$ cat src/rtl/cmd_interp_char_parser_if.sv
// cmd_interp_char_parser_if: byte input and operand-sequencing outputs of the command character parser
interface cmd_interp_char_parser_if;
  logic [7:0] rx_data;
  logic       rx_valid;
  logic [7:0] digit;
  logic       load1_a;
  logic       load2_a;
  logic       load1_b;
  logic       load2_b;
  logic [1:0] op;
  logic       calc_start;
  logic       clear;
  logic       err;
  logic       busy;
  modport master (
    output rx_data, rx_valid,
    input  digit, load1_a, load2_a, load1_b, load2_b, op, calc_start, clear, err, busy
  );
  modport slave (
    input  rx_data, rx_valid,
    output digit, load1_a, load2_a, load1_b, load2_b, op, calc_start, clear, err, busy
  );
endinterface

$ cat src/rtl/cmd_interp_char_parser.sv
// cmd_interp_char_parser: turns an ASCII command stream into operand load strobes, operator, calc start, clear and error
module cmd_interp_char_parser #(
  parameter int MAX_DIGITS = 3,
  parameter int OVF_LIMIT  = 255
) (
  input logic clk,
  input logic rst,
  cmd_interp_char_parser_if.slave bus
);
  typedef enum logic [2:0] {A_FIRST, A_NEXT, B_FIRST, B_NEXT, ERR} state_t;
  state_t     state_q;
  logic [1:0] cnt_q;
  logic [9:0] shadow_q;
  logic [7:0] digit_q;
  logic [1:0] op_q;
  logic       l1a_q, l2a_q, l1b_q, l2b_q, calc_q, clr_q;
  logic [7:0] c;
  logic [3:0] d;
  logic [1:0] op_code;
  logic [9:0] acc;
  logic       is_dig, is_op, is_term, is_sp, is_clr, ovf;
  assign c = bus.rx_data;
  assign d = c[3:0];
  always_comb begin
    is_dig  = c >= 8'h30 && c <= 8'h39;
    is_op   = c == 8'h2b || c == 8'h2d || c == 8'h2a || c == 8'h2f;
    op_code = c == 8'h2d ? 2'd1 : c == 8'h2a ? 2'd2 : c == 8'h2f ? 2'd3 : 2'd0;
    is_term = c == 8'h3d || c == 8'h0d;
    is_sp   = c == 8'h20;
    is_clr  = c == 8'h43 || c == 8'h63;
    acc     = shadow_q * 10'd10 + {6'd0, d};
    ovf     = 32'(cnt_q) >= MAX_DIGITS || 32'(acc) > OVF_LIMIT;
  end
  always_ff @(posedge clk) begin
    if (rst) begin
      state_q  <= A_FIRST;
      cnt_q    <= '0;
      shadow_q <= '0;
      digit_q  <= '0;
      op_q     <= '0;
      {l1a_q, l2a_q, l1b_q, l2b_q, calc_q, clr_q} <= '0;
    end else begin
      {l1a_q, l2a_q, l1b_q, l2b_q, calc_q, clr_q} <= '0;
      if (bus.rx_valid && is_clr) begin
        clr_q    <= 1'b1;
        op_q     <= '0;
        cnt_q    <= '0;
        shadow_q <= '0;
        state_q  <= A_FIRST;
      end else if (bus.rx_valid && !is_sp) begin
        case (state_q)
          A_FIRST, B_FIRST: begin
            if (is_dig) begin
              l1a_q    <= state_q == A_FIRST;
              l1b_q    <= state_q == B_FIRST;
              digit_q  <= {4'd0, d};
              cnt_q    <= 2'd1;
              shadow_q <= {6'd0, d};
              state_q  <= state_q == A_FIRST ? A_NEXT : B_NEXT;
            end else
              state_q <= ERR;
          end
          A_NEXT, B_NEXT: begin
            if (is_dig && ovf)
              state_q <= ERR;
            else if (is_dig) begin
              l2a_q    <= state_q == A_NEXT;
              l2b_q    <= state_q == B_NEXT;
              digit_q  <= {4'd0, d};
              cnt_q    <= cnt_q + 2'd1;
              shadow_q <= acc;
            end else if (state_q == A_NEXT && is_op) begin
              op_q    <= op_code;
              state_q <= B_FIRST;
            end else if (state_q == B_NEXT && is_term) begin
              calc_q  <= 1'b1;
              state_q <= A_FIRST;
            end else
              state_q <= ERR;
          end
          default: ;
        endcase
      end
    end
  end
  assign bus.digit      = digit_q;
  assign bus.load1_a    = l1a_q;
  assign bus.load2_a    = l2a_q;
  assign bus.load1_b    = l1b_q;
  assign bus.load2_b    = l2b_q;
  assign bus.op         = op_q;
  assign bus.calc_start = calc_q;
  assign bus.clear      = clr_q;
  assign bus.err        = state_q == ERR;
  assign bus.busy       = state_q != A_FIRST;
endmodule

$ cat src/flat_wrapper.sv
// flat-port wrapper written by rule: the top's interface ports become plain ports
module cmd_interp_char_parser_flat 
#(
  parameter int MAX_DIGITS = 3,
  parameter int OVF_LIMIT  = 255
)
  (clk, rst, bus_rx_data, bus_rx_valid, bus_digit, bus_load1_a, bus_load2_a, bus_load1_b, bus_load2_b, bus_op, bus_calc_start, bus_clear, bus_err, bus_busy);
  cmd_interp_char_parser_if bus_i ();
  input logic clk;
  input logic rst;
  input wire logic [$bits(bus_i.rx_data)-1:0] bus_rx_data;
  input wire logic [$bits(bus_i.rx_valid)-1:0] bus_rx_valid;
  output wire logic [$bits(bus_i.digit)-1:0] bus_digit;
  output wire logic [$bits(bus_i.load1_a)-1:0] bus_load1_a;
  output wire logic [$bits(bus_i.load2_a)-1:0] bus_load2_a;
  output wire logic [$bits(bus_i.load1_b)-1:0] bus_load1_b;
  output wire logic [$bits(bus_i.load2_b)-1:0] bus_load2_b;
  output wire logic [$bits(bus_i.op)-1:0] bus_op;
  output wire logic [$bits(bus_i.calc_start)-1:0] bus_calc_start;
  output wire logic [$bits(bus_i.clear)-1:0] bus_clear;
  output wire logic [$bits(bus_i.err)-1:0] bus_err;
  output wire logic [$bits(bus_i.busy)-1:0] bus_busy;
  assign bus_i.rx_data = bus_rx_data;
  assign bus_i.rx_valid = bus_rx_valid;
  assign bus_digit = bus_i.digit;
  assign bus_load1_a = bus_i.load1_a;
  assign bus_load2_a = bus_i.load2_a;
  assign bus_load1_b = bus_i.load1_b;
  assign bus_load2_b = bus_i.load2_b;
  assign bus_op = bus_i.op;
  assign bus_calc_start = bus_i.calc_start;
  assign bus_clear = bus_i.clear;
  assign bus_err = bus_i.err;
  assign bus_busy = bus_i.busy;
  cmd_interp_char_parser #(.MAX_DIGITS(MAX_DIGITS), .OVF_LIMIT(OVF_LIMIT)) u_core (.clk(clk), .rst(rst), .bus(bus_i));
endmodule
$ cat config.mk
export PLATFORM = sky130hd
export DESIGN_NAME = cmd_interp_char_parser_flat
export DESIGN_NICKNAME = d
export VERILOG_FILES = /design/src/rtl/cmd_interp_char_parser_if.sv /design/src/rtl/cmd_interp_char_parser.sv /design/src/flat_wrapper.sv
export SDC_FILE = /design/constraint.sdc
export NUM_CORES = 1
export LEC_CHECK = 0
export BUFFER_PORTS_ARGS = -buffer_cell sky130_fd_sc_hd__buf_2
export CAP_MARGIN = 40
export CORE_UTILIZATION = 40
export DETAILED_ROUTE_END_ITERATION = 6
export PLACE_DENSITY_LB_ADDON = 0.3
export SLEW_MARGIN = 20
export SYNTH_ARGS = -nofsm -noshare
export SYNTH_HDL_FRONTEND = slang
export SYNTH_SLANG_ARGS = --single-unit
$ cat constraint.sdc
create_clock -name clk -period 5.3 [get_ports clk]
set_clock_uncertainty 0.2 [all_clocks]
set_input_delay 0.265 -clock clk [delete_from_list [all_inputs] [get_ports clk]]
set_output_delay 0.265 -clock clk [all_outputs]
set_load 0.005 [all_outputs]
==> results by group <==
Worst setup path
  – Type of origin of the critical path: flip-flop
  – Worst setup EP type: flip-flop
  – CP max FO: 7
  – Critical-path top delay cell: o41ai_2
  – FF-to-FF End: u_core.shadow_q[3]
  – Crit-path max cell delay: between 0.6 and 0.7 ns
  – Crit-path cells: ha_1 -> ha_1 -> fa_1 -> xor2_1 -> nand2_1 -> nor4_1 -> xor2_1 -> o41ai_2 -> buf_2 -> a21oi_1 -> a211oi_1
  – Top delay family on crit path: compound AO/OA/AOI/OAI gates
  – Setup slack, reg-to-reg: between 1.5 and 2 ns
  – Worst r2r src: u_core.shadow_q[1]
  – WP data arrival: roughly 3.8 ns
  – Reg2reg path depth: 11
  – Worst path bufs/invs: 1
  – CP Data Required Time: 5.29 ns
  – Critical path class: reg -> reg

Routing
  – Vias: 1532
  – Routed Antenna Nets: 0
  – DRC viols: 0
  – Final WL: around 3900 um
  – Initial DRC Count: a little under 90
  – DR pass1 iterations: 4
  – WL/cell: 13.9 um
  – DR vias/cell: between 5 and 6

Finish
  – Nets@finish: roughly 260
  – N_diodes: 0
  – Area grow syn2layout: 11.8%
  – Layout cells sized above 1: approximately 17%
  – Fillers: approximately 420

Synthesis
  – Seq/Total Area, Yosys: a little under a third
  – Mapped Cells: slightly above 200
  – Synth area leader: dfxtp_1
  – Post-synth design cell area: 0.00173 sq mm
  – Area contributors post-synth: dfxtp_1 (30%), ha_1 (11%), a21oi_1 (4.6%)
  – Share of the synthesized area in the top cell type: approximately 30%
  – Yosys cell types: 50
  – Mean Syn Cell Area: 8.38 sq um
  – Yosys reg bits: 26
  – Top-count cell post-synth: dfxtp_1
  – Asr flop ratio synth: 0%
  – Number of synthesized flops with an enable pin: 0
  – Ys Warns: 0
  – Most frequent cells after synthesis: dfxtp_1 (26), a21oi_1 (16), ha_1 (15), nor2_1 (15), nand2_1 (13)
  – Ys flop type: dfxtp_1

CTS
  – Post-cts resize count: 0
  – Clock slew at reported path FFs: roughly 0.090 ns
  – Clock latency on the worst-skew pair: around 0.27 ns
  – Total CTS buffers: 3
  – # H-tree levels: 1
  – Clk buf depth: 2
  – Hold Buf Count CTS: 0
  – Post-CTS Setup Bufs: 0
  – Root Driver: clkbuf_8
  – # clock sinks: 26
  – CTS tree: yes

Global routing
  – Global route total overflow: 0
  – First-pass GRT wire length: roughly 6400 um
  – Largest net degree at the start of global routing: 16
  – Initial antenna violation count: 0
  – GRT Util Overall: about a fifth
  – Vias in the first global route: 1380

STA
  – WHS: 0.0212 ns
  – Fin crit period: 3.77 ns
  – Max Clk Rate: 265 MHz
  – Max-slew violations: 0
  – Final Hold Vio Count: 0
  – RSZ-0062 raised after global routing: no
  – Slew @ Worst Pin: between 0.6 and 0.7 ns
  – Final setup fails: 0
  – Post-Route Setup TNS: 0 ns
  – Worst slew margin: between 50 and 60%
  – Fin crit share: 71.1%

Die
  – Die height: about 68 um
  – Die W: a little under 70 um
  – Initial core utilization: approximately 43%
  – I/O pin total: 29
  – Std cell rows: 23
  – Die ar.: around 0.0046 sq mm
  – Core Area: approximately 0.0041 sq mm

Worst hold path
  – Worst Hold End: u_core.bus.digit[2]
  – Worst hold start: rst
  – Cells on Worst Hold Path: 2
  – Hold Path Class: in -> reg

Place
  – GPL Wtd Cong: about 0.78
  – HPWL Detailed: approximately 3000 um
  – PortBufs: 24

Power
  – Power, Total: between 0.0003 and 0.0004 W
  – P_sw: around 0.000085 W
  – Pwr/cell area: between 150 and 200 mW/mm^2
  – Total internal power: approximately 0.00028 W
  – Part of the power in the clock network: a little over a third
  – Sequential Power Share: approximately 55%
  – Leak: 0.894 nW
  – Maximum vdd drop: about 0.00017 V
  – Combinational Power Share: under 10%
  – Sw Ratio: 23.6%

Run status
  – Outcome: finished, final reports clean

Job
  – MaxCap Viol Count: 0
==> metal layers <==
layer / GRT usage [%] / up-vias / part of all wire (%)
li1: - / 785 / -
met1: 25.8 / 717 / 49
met2: 29.1 / 26 / 47
met3: 3.89 / 4 / 3.7
met4: 5.05 / 0 / 0.60
met5: 0 / - / 0
==> flip-flops by register name, indices dropped and copies added, names as in the netlist <==
name	count
u_core.bus.clear	1
u_core.bus.load1_a	1
u_core.state_q	3
u_core.shadow_q	9
u_core.cnt_q	2
u_core.bus.load2_b	1
u_core.bus.load1_b	1
u_core.bus.load2_a	1
u_core.bus.calc_start	1
u_core.bus.op	2
u_core.bus.digit	4
==> logic make-up after synthesis <==
family / Yosys count / synth area share, %
AND/OR/NAND/NOR: 79 / 24.7
AO/OA/AOI/OAI: 53 / 20.8
flip-flops: 26 / 30.2
buffers and inverters: 19 / 5.08
adder cells (fa/ha/maj): 17 / 13.2
XOR/XNOR: 8 / 4.06
multiplexers: 3 / 1.74
other: 1 / 0.217
==> through the flow <==
stage | util [%] | worst slack [ns] | area, sq um | std cells
floorplan | - | 1.96 | 1740 | 209
global placement | 45.9 | 1.52 | 1860 | 272
detailed placement | 46.2 | 1.59 | 1870 | 274
CTS | 47.5 | 1.55 | 1930 | 278
global route | 47.5 | 1.21 | 1930 | 278
finish | 47.5 | 1.53 | 1930 | 278
==> power groups by stage <==
stage / registers, W / clock network, W / logic (W)
floorplan: 0.000203 / 0 / 0.0000220
global placement: 0.000205 / 0 / 0.0000317
detailed placement: 0.000205 / 0 / 0.0000324
CTS: 0.000200 / 0.000135 / 0.0000324
global route: 0.000201 / 0.000144 / 0.0000366
finish: 0.000200 / 0.000130 / 0.0000322
==> worst max path at each step <==
| stage | start | to | cells past startpoint |
|---|---|---|---|
| 5_1_grt | u_core.shadow_q[1] | u_core.shadow_q[3] | 11 |
| 3_3_place_gp | u_core.shadow_q[1] | u_core.shadow_q[4] | 10 |
| 2_1_floorplan | u_core.shadow_q[1] | u_core.state_q[1] | 10 |
| 4_1_cts | u_core.shadow_q[1] | u_core.shadow_q[3] | 11 |
| 6_report | u_core.shadow_q[1] | u_core.shadow_q[3] | 11 |
| 3_5_place_dp | u_core.shadow_q[1] | u_core.shadow_q[4] | 11 |
==> final cells by class <==
type | instances | area (sq um) | share of cell area [%]
Sequential cell | 26 | 520 | 27.0
Tap cell | 50 | 62.6 | 3.24
Multi-Input combinational cell | 164 | 1130 | 58.5
Inverter | 8 | 30.0 | 1.56
Timing Repair Buffer | 26 | 133 | 6.87
Clock buffer | 4 | 55.1 | 2.85
==> layout by cell type (no fill, tap or decap), drive strengths merged, types with 2 or more instances in the layout <==
master / Yosys / routed
a211o: 2 / 2
a211oi: 4 / 4
a21o: 2 / 2
a21oi: 16 / 16
a31oi: 2 / 2
and2: 4 / 4
and3: 2 / 2
buf: 6 / 26
clkbuf: 5 / 4
conb: 1 / 4
dfxtp: 26 / 26
fa: 2 / 2
ha: 15 / 15
inv: 8 / 8
mux2i: 3 / 3
nand2: 13 / 13
nand2b: 3 / 3
nand3: 11 / 11
nand4: 4 / 4
nor2: 16 / 16
nor2b: 4 / 4
nor3: 7 / 7
nor4: 3 / 3
o211ai: 2 / 2
o21a: 3 / 3
o21ai: 12 / 12
or2: 5 / 5
or3: 3 / 3
xnor2: 4 / 4
xor2: 4 / 4
(Power assumes the default switching activity.)
